<file path="src/rtl/mcu_trace_buffer.sv">
// mcu_trace_buffer: captures MCU I/O and interrupt events into a circular trace RAM.
// An address trigger starts a post-trigger countdown, after which the buffer freezes.
// The frozen trace is read back oldest-first through a 1-cycle-latency read port.
module mcu_trace_buffer #(
    parameter int DEPTH = 16,
    parameter int AW    = 4,
    parameter int POST  = 4
) (
    input  logic          clk,
    input  logic          rst,
    input  logic          arm,
    input  logic          trig_en,
    input  logic [11:0]   trig_addr,
    input  logic [11:0]   address,
    input  logic [7:0]    port_id,
    input  logic [7:0]    out_port,
    input  logic [7:0]    in_port,
    input  logic          write_strobe,
    input  logic          read_strobe,
    input  logic          interrupt_ack,
    output logic [1:0]    state,
    output logic          done,
    output logic [AW:0]   count,
    output logic          wrapped,
    input  logic          rd_req,
    input  logic [AW-1:0] rd_idx,
    output logic          rd_valid,
    output logic [31:0]   rd_data
);

    typedef enum logic [1:0] {
        S_IDLE     = 2'b00,
        S_ARMED    = 2'b01,
        S_POSTTRIG = 2'b10,
        S_DONE     = 2'b11
    } state_t;

    localparam logic [AW:0]   FULL      = (AW+1)'(DEPTH);
    localparam logic [AW-1:0] POST_INIT = AW'(POST);

    // Entry type codes stored in bits [31:30]
    localparam logic [1:0] T_WRITE = 2'b00;
    localparam logic [1:0] T_READ  = 2'b01;
    localparam logic [1:0] T_IACK  = 2'b10;
    localparam logic [1:0] T_TRIG  = 2'b11;

    state_t        state_q, state_d;
    logic [AW:0]   count_q, count_d;
    logic [AW-1:0] wr_ptr_q, wr_ptr_d;
    logic          wrapped_q, wrapped_d;
    logic [AW-1:0] post_cnt_q, post_cnt_d;
    logic          done_q;
    logic          rd_valid_q;
    logic [31:0]   rd_data_q;

    logic [31:0]   trace_mem [DEPTH];

    logic [1:0]    ev_cnt;
    logic          any_event;
    logic          collision;
    logic          trig_hit;
    logic          capture_en;
    logic [31:0]   entry_d;
    logic [AW-1:0] rd_addr;
    logic          rd_in_range;

    // Decode events of this cycle and build the entry that would be captured
    always_comb begin
        ev_cnt     = 2'(write_strobe) + 2'(read_strobe) + 2'(interrupt_ack);
        any_event  = (ev_cnt != 2'd0);
        collision  = (ev_cnt > 2'd1);
        trig_hit   = (state_q == S_ARMED) && trig_en && (address == trig_addr);
        // The arm cycle itself never records anything
        capture_en = !arm && ((state_q == S_ARMED) || (state_q == S_POSTTRIG))
                     && (any_event || trig_hit);

        // Default is a trigger-only marker; strobes override in priority order
        entry_d = {T_TRIG, address, trig_hit, collision, 8'h00, 8'h00};
        if (write_strobe) begin
            entry_d = {T_WRITE, address, trig_hit, collision, port_id, out_port};
        end else if (read_strobe) begin
            entry_d = {T_READ, address, trig_hit, collision, port_id, in_port};
        end else if (interrupt_ack) begin
            entry_d = {T_IACK, address, trig_hit, collision, 8'h00, 8'h00};
        end
    end

    // Next-state logic for the capture FSM, write pointer and fill level
    always_comb begin
        state_d    = state_q;
        count_d    = count_q;
        wr_ptr_d   = wr_ptr_q;
        wrapped_d  = wrapped_q;
        post_cnt_d = post_cnt_q;

        if (arm) begin
            state_d    = S_ARMED;
            count_d    = '0;
            wr_ptr_d   = '0;
            wrapped_d  = 1'b0;
            post_cnt_d = '0;
        end else begin
            if (capture_en) begin
                wr_ptr_d = wr_ptr_q + AW'(1);
                if (count_q == FULL) begin
                    wrapped_d = 1'b1;
                end else begin
                    count_d = count_q + (AW+1)'(1);
                end
            end

            case (state_q)
                S_ARMED: begin
                    if (trig_hit) begin
                        if (POST == 0) begin
                            state_d = S_DONE;
                        end else begin
                            state_d    = S_POSTTRIG;
                            post_cnt_d = POST_INIT;
                        end
                    end
                end
                S_POSTTRIG: begin
                    if (capture_en) begin
                        post_cnt_d = post_cnt_q - AW'(1);
                        if (post_cnt_q <= AW'(1)) begin
                            state_d = S_DONE;
                        end
                    end
                end
                default: begin
                end
            endcase
        end
    end

    // Control state registers; done is registered alongside the state
    always_ff @(posedge clk) begin
        if (rst) begin
            state_q    <= S_IDLE;
            count_q    <= '0;
            wr_ptr_q   <= '0;
            wrapped_q  <= 1'b0;
            post_cnt_q <= '0;
            done_q     <= 1'b0;
        end else begin
            state_q    <= state_d;
            count_q    <= count_d;
            wr_ptr_q   <= wr_ptr_d;
            wrapped_q  <= wrapped_d;
            post_cnt_q <= post_cnt_d;
            done_q     <= (state_d == S_DONE);
        end
    end

    // Trace RAM write port
    always_ff @(posedge clk) begin
        if (capture_en) begin
            trace_mem[wr_ptr_q] <= entry_d;
        end
    end

    // Oldest entry lives at wr_ptr - count (mod DEPTH); indices past the fill level read as zero
    always_comb begin
        rd_addr     = wr_ptr_q - count_q[AW-1:0] + rd_idx;
        rd_in_range = ({1'b0, rd_idx} < count_q);
    end

    // Registered read port; RAM read-before-write returns old data on a same-slot write
    always_ff @(posedge clk) begin
        if (rst) begin
            rd_valid_q <= 1'b0;
            rd_data_q  <= '0;
        end else begin
            rd_valid_q <= rd_req;
            if (rd_req) begin
                rd_data_q <= rd_in_range ? trace_mem[rd_addr] : 32'h0;
            end
        end
    end

    assign state    = state_q;
    assign done     = done_q;
    assign count    = count_q;
    assign wrapped  = wrapped_q;
    assign rd_valid = rd_valid_q;
    assign rd_data  = rd_data_q;

endmodule
</file>
<file path="config.mk">
export PLATFORM = sky130hd
export DESIGN_NAME = mcu_trace_buffer
export DESIGN_NICKNAME = d
export VERILOG_FILES = /design/src/rtl/mcu_trace_buffer.sv
export SDC_FILE = /design/constraint.sdc
export NUM_CORES = 1
export LEC_CHECK = 0
export BUFFER_PORTS_ARGS = -buffer_cell sky130_fd_sc_hd__buf_4
export CELL_PAD_IN_SITES_DETAIL_PLACEMENT = 0
export CELL_PAD_IN_SITES_GLOBAL_PLACEMENT = 1
export CORE_MARGIN = 5
export CORE_UTILIZATION = 53
export DETAILED_ROUTE_END_ITERATION = 10
export PLACE_DENSITY_LB_ADDON = 0.3
export SLEW_MARGIN = 20
export SYNTH_ARGS = -nofsm -noshare
export SYNTH_HDL_FRONTEND = slang
export SYNTH_SLANG_ARGS = --single-unit
</file>
<file path="constraint.sdc">
create_clock -name clk -period 5.9 [get_ports clk]
set_clock_uncertainty 0.1 [all_clocks]
set_input_delay 0.885 -clock clk [delete_from_list [all_inputs] [get_ports clk]]
set_output_delay 0.885 -clock clk [all_outputs]
set_load 0.1 [all_outputs]
</file>
Yosys cells after proc, flatten, opt, wreduce, memory -nomap -nowiden
Memory sizes are Yosys's and may differ from the RTL's.
Cells that the tools add are included.
{ "word_totals": {"reg_bits": 50, "n_memories": 1, "out_inout_bits": 42, "mem_bits_rw": 512, "input_bits": 60, "wordCells": 54} }
{ "memory_table": {"columns": ["memory", "depth", "word_bits", "rd", "rd_clocked_by_memory_dff", "write_ports", "line_no", "rtl"], "rows": [
  ["trace_mem", 16, 32, 1, 0, 1, "56", "logic [31:0] trace_mem [DEPTH];"]
]} }
{ "classes": {"bitwise_logic": 1, "n_addsub": 7, "eq_ne": 7, "n_lt_le_gt_ge": 3, "reduce_logical": 13, "mux": 14} }
{ "ops": {"columns": ["cell", "count"], "rows": [
  ["2-to-1 mux 32 bit", 3],
  ["2-to-1 mux 31 bit", 1],
  ["== test 12 bit", 1],
  ["2-to-1 mux 2 bit", 4],
  ["2-to-1 mux 4 bit", 2],
  ["one-hot mux 4 bit (2 select lines)", 1],
  ["adder 5 x 1 -> 5 bit, second input constant", 1],
  ["== test 5 bit, second input constant", 1],
  ["less-than comparator 4 x 5 -> 1 bit", 1],
  ["adder 4 x 1 -> 4 bit, second input constant", 1],
  ["adder 4 bit", 1],
  ["== test 2 bit, second input constant", 2],
  ["<= comparator 4 x 1 -> 1 bit, second input constant", 1],
  ["logical AND 1 bit", 4],
  ["inequality test 2 bit, second input constant", 2],
  ["one-hot mux 2 bit (2 select lines)", 1],
  ["AND reduction 2 bit", 2],
  ["nonzero test 2 bit", 2],
  ["subtractor 4 x 1 -> 4 bit, second input constant", 1],
  ["subtractor 4 bit", 1],
  ["AND reduction 3 bit", 1],
  ["adder 1 x 1 -> 2 bit", 1],
  ["adder 2 x 1 -> 2 bit", 1],
  ["== test 2 x 1 -> 1 bit, second input constant", 1],
  ["other kinds (6)", 8]
]} }

Longest topological paths before layout
{ "logic_depth": {"depth_word": 9, "depth_mapped": 11, "ltp_nobuf": 9} }

Worst setup path before layout
Ideal clock, no wire load.
{ "synth_timing": {"kind": "input to register", "from": "input write_strobe", "to": "memory trace_mem[3][0] (enable)", "stages": 9, "setup_ns": 0.461, "arrival_time_ns": 4.518, "path_slack_ns": 0.821, "n_path_buf": 2, "required_ns": 5.339, "cell_sequence": "clkbuf_1 -> inv_1 -> fa_1 -> nand2_1 -> inv_1 -> a21oi_1 -> buf_4 -> nand2_1 -> nor3_1"} }
{ "synth_between": {"elab_chain_len": 7} }
{ "synth_rtl": {"columns": ["item", "line_no", "rtl"], "rows": [
  ["start: declaration", "18", "input logic write_strobe,"],
  ["adder 1 x 1 -> 2 bit", "69", "ev_cnt = 2'(write_strobe) + 2'(read_strobe) + 2'(interrupt_ack);"],
  ["adder 2 x 1 -> 2 bit", "69", null],
  ["nonzero test 2 bit", "70", "any_event = (ev_cnt != 2'd0);"],
  ["logical OR 1 bit", "75", "&& (any_event || trig_hit);"],
  ["logical AND 1 bit", "75", null],
  ["2-to-1 mux 1 bit", "158", "if (capture_en) begin"],
  ["2-to-1 mux 1 bit (implied by the code)", "159", "trace_mem[wr_ptr_q] <= entry_d;"],
  ["end: declaration", "56", null]
]} }
Every way passes these cells.

Worst setup path after layout
{ "layout_timing": {"from": "register wr_ptr_q[2]", "to": "register rd_data_q[11] (netlist: rd_data[11])"} }
{ "layout_between": {"elab_chain_len": 4} }
{ "layout_rtl": {"columns": ["item", "line_no", "rtl"], "rows": [
  ["start: declaration", "49", "logic [AW-1:0] wr_ptr_q, wr_ptr_d;"],
  ["start signal: assignment", "149", "wr_ptr_q <= wr_ptr_d;"],
  ["subtractor 4 bit", "165", "rd_addr = wr_ptr_q - count_q[AW-1:0] + rd_idx;"],
  ["adder 4 bit", "165", null],
  ["memory read (16 x 32 bit)", null, null],
  ["2-to-1 mux 32 bit", "177", "rd_data_q <= rd_in_range ? trace_mem[rd_addr] : 32'h0;"],
  ["end signal: assignment", "177", null],
  ["end: declaration", "54", "logic [31:0] rd_data_q;"]
]} }
Every way passes these cells.
A chain may end at the register's enable or synchronous reset.

==> summary.txt <==
status - complete, no violations
number of I/O pins - 102
initial DRC count - 1019
Max Freq - 0.255 GHz
most frequent cells in the layout - edfxtp_1, nand2_1, buf_4
routed vias - 11.2k
largest net degree at the start of global routing - 65
Root Buffer - clkbuf_16
Seq cells post-synth - 562
number of synthesized flops with an enable pin - 512
Max VDD drop - 0.236 mV
Post-CTS Setup Bufs - 0
register area share after synthesis - 74.4%
Starting Density - 53.8%
row cnt - 74
initial antenna violation count - 0
CP arrival - 4300 ps
# resized after CTS - 0
DRC - 0
critical path type - flip-flop to flip-flop
Tightest Pin Transition - 1040 ps
max-cap violations - 0
fin area - 0.0255 sq mm
final setup vio count - 0
most frequent CP cell - inv_1
routed len/inst - 25.1 um
htree depth - 2
# clock sinks - 562
hold_buf cts - 0
endpoint class of the critical path - flip-flop
CTS tree - yes
ant diodes - 0
DIE WIDTH - 214 um
Synth Net Count - 1241
worst hold path type - flip-flop to flip-flop
RePlAce Congestion - 0.757
RSZ-0062 raised after global routing - false
Fin Setup TNS - 0 ps
Num CTS Buffers - 55
CTS clk-pin slew, worst paths - 60 ps
Die ar. - 0.0457 sq mm
Routed Antenna Nets - 0
share of post-route cells with drive strength above 1 - 28.5%
Placed Instance Area - 0.0237 sq mm
grt ovf - 0
vias in the first global route - 11.8k
Post-Syn Instances - 1159
pwr/cell area - 342 mW/mm^2
commonest non-fill, non-tap cell in the layout - edfxtp_1
mapped cell area - 0.0220 sq mm
Synth cell types - 42
GRT Total Usage - 21.2%
worst-skew pair later-pin latency - 600 ps
vias per cell - 5.98
Final Cycle Share - 66.5%
CP Max Fanout - 37
hold slack - 372 ps
Slew Limit Fails - 0
sequential cell area - 0.0164 sq mm
Max-slew headroom - 30.2%
average size of a mapped cell - 19.0 sq um
buffers from clock root to sink, at most - 3
IO Port Bufs - 101
CP Data Required Time - 6280 ps
Multi-input gate area - 0.00547 sq mm
chip height - 214 um
Pleak - 0.00855 uW
Crit-path slowest cell - xnor2_4
DP HPWL - 27100 um
global-route wire length before repair - 72200 um
Synth-to-Final Area Change - 15.9%
number of fill cells - 2918
Startpoint Class - flip-flop
nets@finish - 1379
total routed wirelength - 47000 um
Tmin final - 3920 ps
Ys Warns - 0
Largest stage delay, worst path - 830 ps
ys async rst share - 0%
Pre-antenna DRT Iters - 5
Placeable Area - 0.0409 sq mm
top_reg_cell synth - edfxtp_1
Fin. Hold Viols - 0
CP cell instances - inv_1 -> fa_1 -> inv_1 -> ha_1 -> a21oi_1 -> xnor2_4 -> buf_4 -> nand3_1 -> a32o_1
==> synth_stat cells (all sizes together) (2+ instances only) <==
library cell,count,area share (%)
nand4,4,0.14
a21o,3,0.10
nor2,27,0.46
dfxtp,50,4.5
buf,21,0.47
xor2,13,0.52
edfxtp,512,70
a21oi,6,0.14
ha,18,1.0
or3,2,0.057
o21ai,5,0.11
nand3b,34,1.2
nand3,34,0.77
a211oi,4,0.14
nor4,2,0.11
nand2b,2,0.057
nor2b,10,0.28
nor3,5,0.11
inv,26,0.44
xnor2,8,0.35
o21a,2,0.068
a32o,32,1.5
clkbuf,37,0.63
mux4,128,13
nand2,147,2.5
mux2i,5,0.23
fa,4,0.36
a22o,8,0.32
==> final timing paths <==
check	depth (start not counted)	slack [ps]	from	to
worst min-delay path	1	370	rd_data[9]	rd_data[9]
worst max register to register	9	1980	wr_ptr_q[2]	rd_data[11]
worst min register to register	1	370	rd_data[9]	rd_data[9]
worst max-delay path	9	1980	wr_ptr_q[2]	rd_data[11]
==> metrics by stage <==
step	cells	util, %	worst slack, ps	power (uW)
detailed placement	1772	58.0	1520	5410
CTS	1876	62.3	1970	8810
floorplan	1159	-	821	5120
finish	1876	62.3	1980	8730
global placement	1770	57.8	1600	5400
global route	1876	62.3	1720	9030
==> per-layer routing <==
metal	vias to the layer above	routed length, um	GRT usage [%]
li1	4903	-	-
met1	5904	20200	30.8
met2	338	23100	34.1
met3	72	2660	3.56
met4	0	1080	5.96
met5	-	0	0
==> state kept, by name (all words and copies together), names as in the netlist <==
signal,count
wr_ptr_q,4
post_cnt_q,4
count,5
rd_data,32
done,1
rd_valid,1
state,2
wrapped,1
trace_mem,512
==> critical path, delay by kind of cell (launching register included) <==
kind,cells,cell delay (ps)
adder cells (fa/ha/maj),2,930
XOR/XNOR,1,830
buffers and inverters,3,750
flip-flops,1,560
AO/OA/AOI/OAI,2,470
AND/OR/NAND/NOR,1,150
==> logic make-up after synthesis <==
logic type	after synthesis	share of synthesized area (%)
compound gates	65	2.60
xor+xnor	21	0.870
fa+ha+maj	22	1.39
buf+inv	85	1.57
flops	562	74.4
mux	133	13.3
simple gates	271	5.81
==> power by group <==
group          total, uW  internal [uW]  switching [uW]
combinational        924            348             576
sequential          4390           4380            15.4
clock               3410           1980            1440
total               8730           6700            2030
==> final cells by class <==
| type | instances | share of cell area, % |
|---|---|---|
| repair buffers | 139 | 4.40 |
| well taps | 532 | 2.61 |
| clock buffers | 71 | 5.75 |
| inverters | 27 | 0.402 |
| flip-flops and latches | 562 | 64.2 |
| multi-input cells | 512 | 21.4 |
| clock inverters | 33 | 1.19 |
No activity file was read; power rests on OpenSTA's default activity.
